`config.mk`:
```
export PLATFORM = sky130hd
export DESIGN_NAME = pc_seq
export DESIGN_NICKNAME = d
export VERILOG_FILES = /design/src/rtl/pc_seq_pkg.sv /design/src/rtl/pc_ras.sv /design/src/rtl/pc_seq.sv
export SDC_FILE = /design/constraint.sdc
export NUM_CORES = 1
export LEC_CHECK = 0
export CAP_MARGIN = 15
export CORE_MARGIN = 4
export CORE_UTILIZATION = 58
export CTS_CLUSTER_SIZE = 30
export DETAILED_ROUTE_END_ITERATION = 16
export PLACE_DENSITY = 0.76
export SYNTH_ARGS = -nofsm -noshare
export SYNTH_HDL_FRONTEND = slang
export SYNTH_SLANG_ARGS = --single-unit
```
`constraint.sdc`:
```
create_clock -name clk -period 3.7 [get_ports clk]
set_input_delay 0.74 -clock clk [delete_from_list [all_inputs] [get_ports clk]]
set_output_delay 0.74 -clock clk [all_outputs]
set_load 0.05 [all_outputs]
```
`src/rtl/pc_seq_pkg.sv`:
```
// Default configuration shared by the PC sequencer and its return-address stack.
package pc_seq_pkg;
    localparam int unsigned PC_WIDTH_DEF  = 30;
    localparam int unsigned RESET_VEC_DEF = 0;
    localparam int unsigned EXC_VEC_DEF   = 1;
    localparam int unsigned RAS_DEPTH_DEF = 4;
endpackage

```
`src/rtl/pc_ras.sv`:
```
// Circular return-address stack: pushes past capacity overwrite the oldest entry.
module pc_ras
    import pc_seq_pkg::*;
#(
    parameter int unsigned WIDTH = PC_WIDTH_DEF,
    parameter int unsigned DEPTH = RAS_DEPTH_DEF
) (
    input  logic             clk,
    input  logic             reset,
    input  logic             push,
    input  logic             pop,
    input  logic             flush,
    input  logic [WIDTH-1:0] push_data,
    output logic [WIDTH-1:0] top,
    output logic             empty,
    output logic             full
);
    localparam int unsigned PW = $clog2(DEPTH);
    localparam int unsigned CW = PW + 1;

    logic [WIDTH-1:0] mem_q [DEPTH];
    logic [PW-1:0]    ptr_q, ptr_d, top_idx;
    logic [CW-1:0]    cnt_q, cnt_d;
    logic             empty_q, empty_d, full_q, full_d;
    logic             wr_en;

    // ptr_q is the next free slot; the top sits one below it
    assign top_idx = ptr_q - PW'(1);
    assign top     = mem_q[top_idx];
    assign empty   = empty_q;
    assign full    = full_q;
    assign wr_en   = push && !flush;

    always_comb begin
        ptr_d = ptr_q;
        cnt_d = cnt_q;
        if (flush) begin
            ptr_d = '0;
            cnt_d = '0;
        end else if (push) begin
            ptr_d = ptr_q + PW'(1);
            if (cnt_q != CW'(DEPTH)) cnt_d = cnt_q + CW'(1);
        end else if (pop && cnt_q != '0) begin
            ptr_d = top_idx;
            cnt_d = cnt_q - CW'(1);
        end
        empty_d = (cnt_d == '0);
        full_d  = (cnt_d == CW'(DEPTH));
    end

    always_ff @(posedge clk) begin
        if (reset) begin
            ptr_q   <= '0;
            cnt_q   <= '0;
            empty_q <= 1'b1;
            full_q  <= 1'b0;
        end else begin
            ptr_q   <= ptr_d;
            cnt_q   <= cnt_d;
            empty_q <= empty_d;
            full_q  <= full_d;
        end
    end

    // Entry contents carry no reset; occupancy alone decides validity
    always_ff @(posedge clk) begin
        if (!reset && wr_en) mem_q[ptr_q] <= push_data;
    end
endmodule

```
`src/rtl/pc_seq.sv`:
```
// Fetch PC sequencer: reset/exception/stall/redirect/return/increment priority
// with a one-deep pending redirect captured across stalls.
module pc_seq
    import pc_seq_pkg::*;
#(
    parameter int unsigned      WIDTH     = PC_WIDTH_DEF,
    parameter logic [WIDTH-1:0] RESET_VEC = WIDTH'(RESET_VEC_DEF),
    parameter logic [WIDTH-1:0] EXC_VEC   = WIDTH'(EXC_VEC_DEF),
    parameter int unsigned      RAS_DEPTH = RAS_DEPTH_DEF
) (
    input  logic             clk,
    input  logic             reset,
    input  logic             stall,
    input  logic             redirect_valid,
    input  logic [WIDTH-1:0] redirect_target,
    input  logic             call,
    input  logic             ret,
    input  logic             exc,
    output logic [WIDTH-1:0] pc_out,
    output logic             pc_valid,
    output logic             ras_empty,
    output logic             ras_full
);
    logic [WIDTH-1:0] pc_q, pc_d, pc_inc;
    logic             vld_q, vld_d;
    logic             pend_q, pend_d;
    logic             pend_call_q, pend_call_d;
    logic [WIDTH-1:0] pend_tgt_q, pend_tgt_d;
    logic             ras_push, ras_pop, ras_flush;
    logic [WIDTH-1:0] ras_top;

    assign pc_inc   = pc_q + WIDTH'(1);
    assign pc_out   = pc_q;
    assign pc_valid = vld_q;

    pc_ras #(.WIDTH(WIDTH), .DEPTH(RAS_DEPTH)) u_ras (
        .clk       (clk),
        .reset     (reset),
        .push      (ras_push),
        .pop       (ras_pop),
        .flush     (ras_flush),
        .push_data (pc_inc),
        .top       (ras_top),
        .empty     (ras_empty),
        .full      (ras_full)
    );

    always_comb begin
        pc_d        = pc_inc;
        vld_d       = 1'b1;
        pend_d      = pend_q;
        pend_call_d = pend_call_q;
        pend_tgt_d  = pend_tgt_q;
        ras_push    = 1'b0;
        ras_pop     = 1'b0;
        ras_flush   = 1'b0;
        if (exc) begin
            pc_d      = EXC_VEC;
            pend_d    = 1'b0;
            ras_flush = 1'b1;
        end else if (stall) begin
            pc_d = pc_q;
            // Latest redirect seen during the stall wins; ret is dropped
            if (redirect_valid) begin
                pend_d      = 1'b1;
                pend_call_d = call;
                pend_tgt_d  = redirect_target;
            end
        end else if (pend_q) begin
            pc_d     = pend_tgt_q;
            pend_d   = 1'b0;
            ras_push = pend_call_q;
        end else if (redirect_valid) begin
            pc_d     = redirect_target;
            ras_push = call;
        end else if (ret && !ras_empty) begin
            pc_d    = ras_top;
            ras_pop = 1'b1;
        end
    end

    always_ff @(posedge clk) begin
        if (reset) begin
            pc_q        <= RESET_VEC;
            vld_q       <= 1'b0;
            pend_q      <= 1'b0;
            pend_call_q <= 1'b0;
            pend_tgt_q  <= '0;
        end else begin
            pc_q        <= pc_d;
            vld_q       <= vld_d;
            pend_q      <= pend_d;
            pend_call_q <= pend_call_d;
            pend_tgt_q  <= pend_tgt_d;
        end
    end
endmodule

```
* Word level (Yosys, flattened, before mapping)
Memory sizes are Yosys's and may differ from the RTL's.
Cells that the tools add are included.
** Cells by class
- Add/subtract/negate cells :: 5
- Equality and inequality tests :: 3
- Muxes and demuxes :: 24
- Bitwise operators :: 2
- Reduce and logical (&&, ||, !) cells :: 14
** Operators with widths (count)
- two-way mux 30 bit :: 3
- adder 30 x 1 -> 30 bit (second input constant) :: 1
- two-way mux 1 bit :: 15
- two-way mux 3 bit :: 4
- logical AND 1 bit :: 4
- two-way mux 2 bit :: 2
- OR reduction 2 bit :: 2
- adder 3 x 1 -> 3 bit (second input constant) :: 1
- equality test 3 bit (second input constant) :: 1
- logical NOT 1 bit :: 3
- logical NOT 3 bit :: 1
- != test 3 bit (second input constant) :: 1
- AND reduction 3 bit :: 1
- nonzero test 3 bit :: 1
- OR reduction 3 bit :: 1
- subtractor 3 x 1 -> 3 bit (second input constant) :: 1
- adder 2 x 1 -> 2 bit (second input constant) :: 1
- != test 2 x 1 -> 1 bit (second input constant) :: 1
- NOT 1 bit :: 2
- nonzero test 2 bit :: 1
- subtractor 2 x 1 -> 2 bit (second input constant) :: 1
** Word-level totals
- Register bits :: 70
- RAM bits :: 120
- Bits of input ports :: 37
- Output and inout bits :: 33
- Logic and storage cells :: 59
- Memories kept :: 1
** Memory list
- u_ras.mem_q :: depth 4, width 30, read ports 1, clocked after memory_dff 0, wr ports 1, RTL line pc_ras.sv:21 : logic [WIDTH-1:0] mem_q [DEPTH];

* Logic depth before layout (Yosys ltp)
- Depth after elaboration :: 12
- Mapped depth :: 13
- Mapped depth without buffers :: 7

* Modules after synthesis
From an unflattened synthesis, not the netlist that was laid out.
** Unflattened totals
- Cells, all modules :: 720
- Area total of the unflattened synthesis :: 8617.0 µm²
** By module, submodules not included
- pc_ras :: instances 1, cells an instance 208, area an instance 4809.6 µm², seq. area each 3743.6 µm²
- pc_seq :: instances 1, cells an instance 512, area an instance 3807.4 µm², seq. area each 1261.2 µm²

* Worst setup path before layout
No wires, ideal clock.
- Path kind :: register to register
- Start point :: register u_ras.ptr_q[0]
- End point :: register pc_q[8], in the netlist pc_out[8]
- Setup time :: 0.135 ns
- Arrival time :: 2.951 ns
- Required time :: 3.565 ns
- Setup slack :: 0.614 ns
- Stages on the path, launching flop included :: 12
- Path buffers :: 6
- Period minus slack after synthesis :: 3.086 ns
- Cell sequence :: dfxtp_1 > clkbuf_1 > buf_4 > buf_4 > inv_1 > ha_1 > clkbuf_1 > buf_2 > buf_1 > mux4_2 > a2111oi_0 > o21ai_0
** Between the ends
- Cells in the longest elaborated chain, start to end :: 5
** RTL lines
- start: declaration :: RTL line pc_ras.sv:22 : logic [PW-1:0] ptr_q, ptr_d, top_idx;
- start signal: assignment :: RTL line pc_ras.sv:58 : ptr_q <= ptr_d;
- subtractor 2 x 1 -> 2 bit :: RTL line pc_ras.sv:28 : assign top_idx = ptr_q - PW'(1);
- memory (4 x 30 bit)
- two-way mux 30 bit :: RTL line pc_seq.sv:76 : end else if (ret && !ras_empty) begin
- two-way mux 30 bit :: RTL line pc_seq.sv:73 : end else if (redirect_valid) begin
- two-way mux 30 bit :: RTL line pc_seq.sv:69 : end else if (pend_q) begin
- end signal: assignment :: RTL line pc_seq.sv:90 : pc_q <= pc_d;
- end: declaration :: RTL line pc_seq.sv:24 : logic [WIDTH-1:0] pc_q, pc_d, pc_inc;
No other way between the ends.
A chain may end at the register's enable or synchronous reset.

* Final worst setup path
- Start point :: input stall
- End point :: register u_ras.full_q, in the netlist u_ras.full
** Between the ends
- Cells in the longest elaborated chain, start to end :: 7
- Elaborated cells between the ends (all ways) :: 9
- Those cells by class :: 1 x eq/ne; 7 x mux; 1 x reduce/logical
** RTL lines
- start: declaration :: RTL line pc_seq.sv:13 : input logic stall,
- two-way mux 1 bit :: RTL line pc_seq.sv:61 : end else if (stall) begin
- two-way mux 1 bit :: RTL line pc_seq.sv:57 : if (exc) begin
- logical AND 1 bit :: RTL line pc_ras.sv:43 : end else if (pop && cnt_q != '0) begin
- two-way mux 3 bit :: RTL line pc_ras.sv:43
- two-way mux 3 bit * :: RTL line pc_ras.sv:40 : end else if (push) begin
- two-way mux 3 bit * :: RTL line pc_ras.sv:37 : if (flush) begin
- equality test 3 bit * :: RTL line pc_ras.sv:48 : full_d = (cnt_d == CW'(DEPTH));
- end signal: assignment :: RTL line pc_ras.sv:61 : full_q <= full_d;
- end: declaration :: RTL line pc_ras.sv:24 : logic empty_q, empty_d, full_q, full_d;
Mark *: on every way between the ends. The rest lies on a longest branch, timed or not.

==> summary.md <==
| Metric | Value |
|---|---|
| Max frequency | `366 MHz` |
| Post-DP HPWL | `15500 µm` |
| Layout area overhead | `17.7%` |
| Setup ws final | `965 ps` |
| Slew Viols, Final | `0` |
| Vias | `6655` |
| CTS buffer count | `17` |
| DP Area | `9470 µm²` |
| H-tree depth | `4` |
| GRT Util Overall | `29.7%` |
| Crit. Startpoint | `stall` |
| Crit-path cells | `clkdlybuf4s50_1, or2_2, a21oi_1, a221oi_1, a211oi_1, o311a_1` |
| Period utilization | `73.9%` |
| Initial antenna violation count | `0` |
| Core Area | `14500 µm²` |
| Mapped Area | `8560 µm²` |
| Cell with the most instances after synthesis | `edfxtp_1` |
| Root Buffer | `clkbuf_16` |
| Number of global-route vias before repair | `6471` |
| Switch share | `22.1%` |
| Worst setup path endpoint | `u_ras.full` |
| Core Rows | `44` |
| Iteration-0 DRC Markers | `950` |
| Hold crit path type | `reg -> reg` |
| Leak pwr | `3.38 nW` |
| Die Ht | `130 µm` |
| Post-Synth Adder-Cell Area | `1.17%` |
| Clk pin slew, worst setup/hold paths | `70 ps` |
| RSZ-0062 raised after global routing | `false` |
| M2 GR Usage | `46.3%` |
| Largest net degree at the start of global routing | `39` |
| Area leader, netlist | `edfxtp_1` |
| Reg2reg end | `u_ras.mem_q[0][25]` |
| Sequential cell area fraction in the yosys report | `58.4%` |
| Synth top area cells | `edfxtp_1 42%, dfxtp_1 16%, mux4_2 7.9%` |
| CP Data Required Time | `4070 ps` |
| Flop2flop setup slack | `1000 ps` |
| GR Util met3 | `8.24%` |
| Layout cell share with drive strength beyond 1 | `12.7%` |
| Worst vdd ir | `0.000334 V` |
| Final Instance Count excl. Fillers | `980` |
| Drt via density | `6.79` |
| Area share of the largest cell type after synthesis | `42.1%` |
| Worst endpoint data arrival time | `3100 ps` |
| Simple-gate portion of the synthesized area | `12.7%` |
| DP Worst Slack | `660 ps` |
| Register share of total power | `51.3%` |
| Initial core utilization | `59.2%` |
| Post-route DRC | `0` |
| Mux share of post-synthesis cell area | `8.01%` |
| CTS tree | `done` |
| Yosys warns | `0` |
| Syn avg cell area | `11.9 µm²` |
| Synth async-reset ratio | `0%` |
| Total global routing overflow | `0` |
| Syn Inst Count | `720` |
| Final hold violations | `0` |
| Register area | `5010 µm²` |
| Kind of critical path | `in -> reg` |
| Ys flop type | `edfxtp_1` |
| Critical path launch point type | `input port` |
| Die area | `16800 µm²` |
| Yosys cell types | `67` |
| Largest family of logic cells by synthesized area | `compound AO/OA/AOI/OAI gates` |
| Pwr dens | `446 nW/µm²` |
| Sw Pwr | `0.000994 W` |
| Slowest-stage cell, CP | `a21oi_1` |
| Least-Margin Pin Slew | `796 ps` |
| Period minus WS final | `2740 ps` |
| Global Route met1 Usage | `40.1%` |
| Multi-input gate area | `3300 µm²` |
| Post-Syn Nets | `765` |
| Die width | `130 µm` |
| Clock share of power | `41.9%` |
| Final ANT Viol Nets | `0` |
| Crit. End Element | `flop` |
| Status | `completed` |
| Final Instance Area | `10100 µm²` |
| Routed len/inst | `24.6 µm` |
| Worst Reg2Reg Path Length in Cells | `4` |
| Clock Latency Late Sink | `430 ps` |
| Area fraction in compound gates after synthesis | `13.8%` |
| CTS sink cnt | `190` |
| Placed Instances | `948` |
| Postcts setup bufs | `0` |
| Delay of the slowest critical-path stage | `600 ps` |
| Total power | `0.00449 W` |
| Worst Path Max Fanout | `11` |
| Synthesis-stage register bit count | `190` |
| Global-route wire length before repair | `37200 µm` |
| GRT busiest layer | `met2` |
| XOR/XNOR Fraction of Synth Area | `2.66%` |
| P_int | `0.00350 W` |
| Post-synth EDFFs | `120` |
| Number of fill cells | `1023` |
| Drt pass-1 iters | `6` |
| I/O pin cnt | `70` |
| Clock Path Buffers | `2` |
| Final WL | `24100 µm` |
| GP Congestion | `0.855` |
| Post-CTS Hold Buffers | `0` |
| Inserted Diodes | `0` |
| Final clock skew | `10.3 ps` |
| Comb pwr share | `6.8%` |
| Max-cap violations | `0` |
| Synth cell count leaders | `120 x edfxtp_1, 101 x nand2_1, 70 x dfxtp_1` |
| Final-report setup violation count | `0` |
| Slew Limit Headroom | `46.4%` |
| CTS resizes | `0` |
| Post-layout net count | `828` |
| Setup TNS | `0 ps` |
| Port bufs | `69` |
| Worst r2r src | `pc_out[0]` |
[state kept, by name, summed over array words and instances, names as in the netlist]
name / count
u_ras.mem_q: 120
pc_out: 30
pend_tgt_q: 30
u_ras.cnt_q: 3
u_ras.ptr_q: 2
pc_valid: 1
pend_call_q: 1
pend_q: 1
u_ras.empty: 1
u_ras.full: 1
[worst max-delay path, delay by kind of cell]
family | cells | cell delay, ps
AO/OA/AOI/OAI | 4 | 1460
buffers and inverters | 1 | 530
AND/OR/NAND/NOR | 1 | 380
[power groups by stage]
| stage | logic [W] | registers, W | clock network, W |
|---|---|---|---|
| after floorplan | 0.000135 | 0.00237 | 0 |
| after global placement | 0.000288 | 0.00235 | 0 |
| after detailed placement | 0.000298 | 0.00235 | 0 |
| after CTS | 0.000301 | 0.00230 | 0.00190 |
| after global routing | 0.000326 | 0.00230 | 0.00198 |
| final | 0.000306 | 0.00230 | 0.00188 |
[per-stage QoR]
stage / util, % / hold WS (ps)
floorplan: - / 431
global placement: 65.4 / 443
detailed placement: 65.4 / 451
CTS: 69.6 / 462
global route: 69.6 / 473
finish: 69.6 / 461
[routing by layer]
metal	up-vias	wire [µm]
met5	-	0
met1	3299	9530
met2	450	11400
met4	0	660
li1	2844	-
met3	62	2490
[cells by family after synthesis]
logic type,after synthesis
xor gates and xnor gates,26
adders and majority gates,8
and+or+nand+nor,217
DFF,190
buffers and inverters,69
muxes,31
AOI/OAI and AO/OA,179
[worst min path at each step]
stage / depth (start not counted) / start / slack [ps] / to
floorplan: 2 / pend_tgt_q[8] / 430 / pend_tgt_q[8]
global placement: 2 / pend_tgt_q[8] / 440 / pend_tgt_q[8]
detailed placement: 2 / pend_tgt_q[26] / 450 / pend_tgt_q[26]
CTS: 2 / pend_tgt_q[10] / 460 / pend_tgt_q[10]
global route: 2 / pend_tgt_q[22] / 470 / pend_tgt_q[22]
finish: 2 / pend_tgt_q[10] / 460 / pend_tgt_q[10]
[final cells by class]
class	instances	area share, %
clock buffer	21	4.67
clock inverter	11	1.38
inverter	20	0.745
multi-input combinational	461	32.7
sequential	190	49.6
tap	184	2.28
timing repair buffer	93	8.59
[cells in the final DEF, fill, tap and decap left out, types with 3 or more instances in the layout]
| master | netlist | routed |
|---|---|---|
| o221ai_1 | 6 | 6 |
| a21o_1 | 5 | 5 |
| xnor2_1 | 16 | 16 |
| dfxtp_1 | 70 | 69 |
| a221oi_1 | 4 | 4 |
| mux4_2 | 30 | 30 |
| o31ai_1 | 10 | 10 |
| o21a_1 | 4 | 4 |
| xor2_1 | 10 | 10 |
| nor4_1 | 6 | 6 |
| nor2_1 | 19 | 19 |
| o21ai_0 | 36 | 36 |
| and4_1 | 4 | 4 |
| nand2b_1 | 9 | 9 |
| clkbuf_16 | 0 | 17 |
| edfxtp_1 | 120 | 120 |
| inv_1 | 19 | 19 |
| and2_1 | 11 | 11 |
| o2bb2ai_1 | 3 | 3 |
| nand2_1 | 101 | 101 |
| or2_2 | 5 | 5 |
| buf_4 | 4 | 24 |
| clkbuf_8 | 0 | 3 |
| a31oi_1 | 4 | 4 |
| ha_1 | 8 | 8 |
| a22o_1 | 3 | 3 |
| clkinv_2 | 0 | 3 |
| or3_1 | 12 | 12 |
| nand4_1 | 7 | 7 |
| nor3_1 | 12 | 10 |
| a221o_1 | 6 | 6 |
| and3_1 | 6 | 6 |
| nand3_1 | 11 | 11 |
| a211oi_1 | 8 | 8 |
| clkdlybuf4s50_1 | 0 | 68 |
| bufinv_16 | 0 | 3 |
| a21oi_1 | 57 | 57 |
| a22oi_1 | 10 | 10 |
No activity file was read; power rests on OpenSTA's default activity.
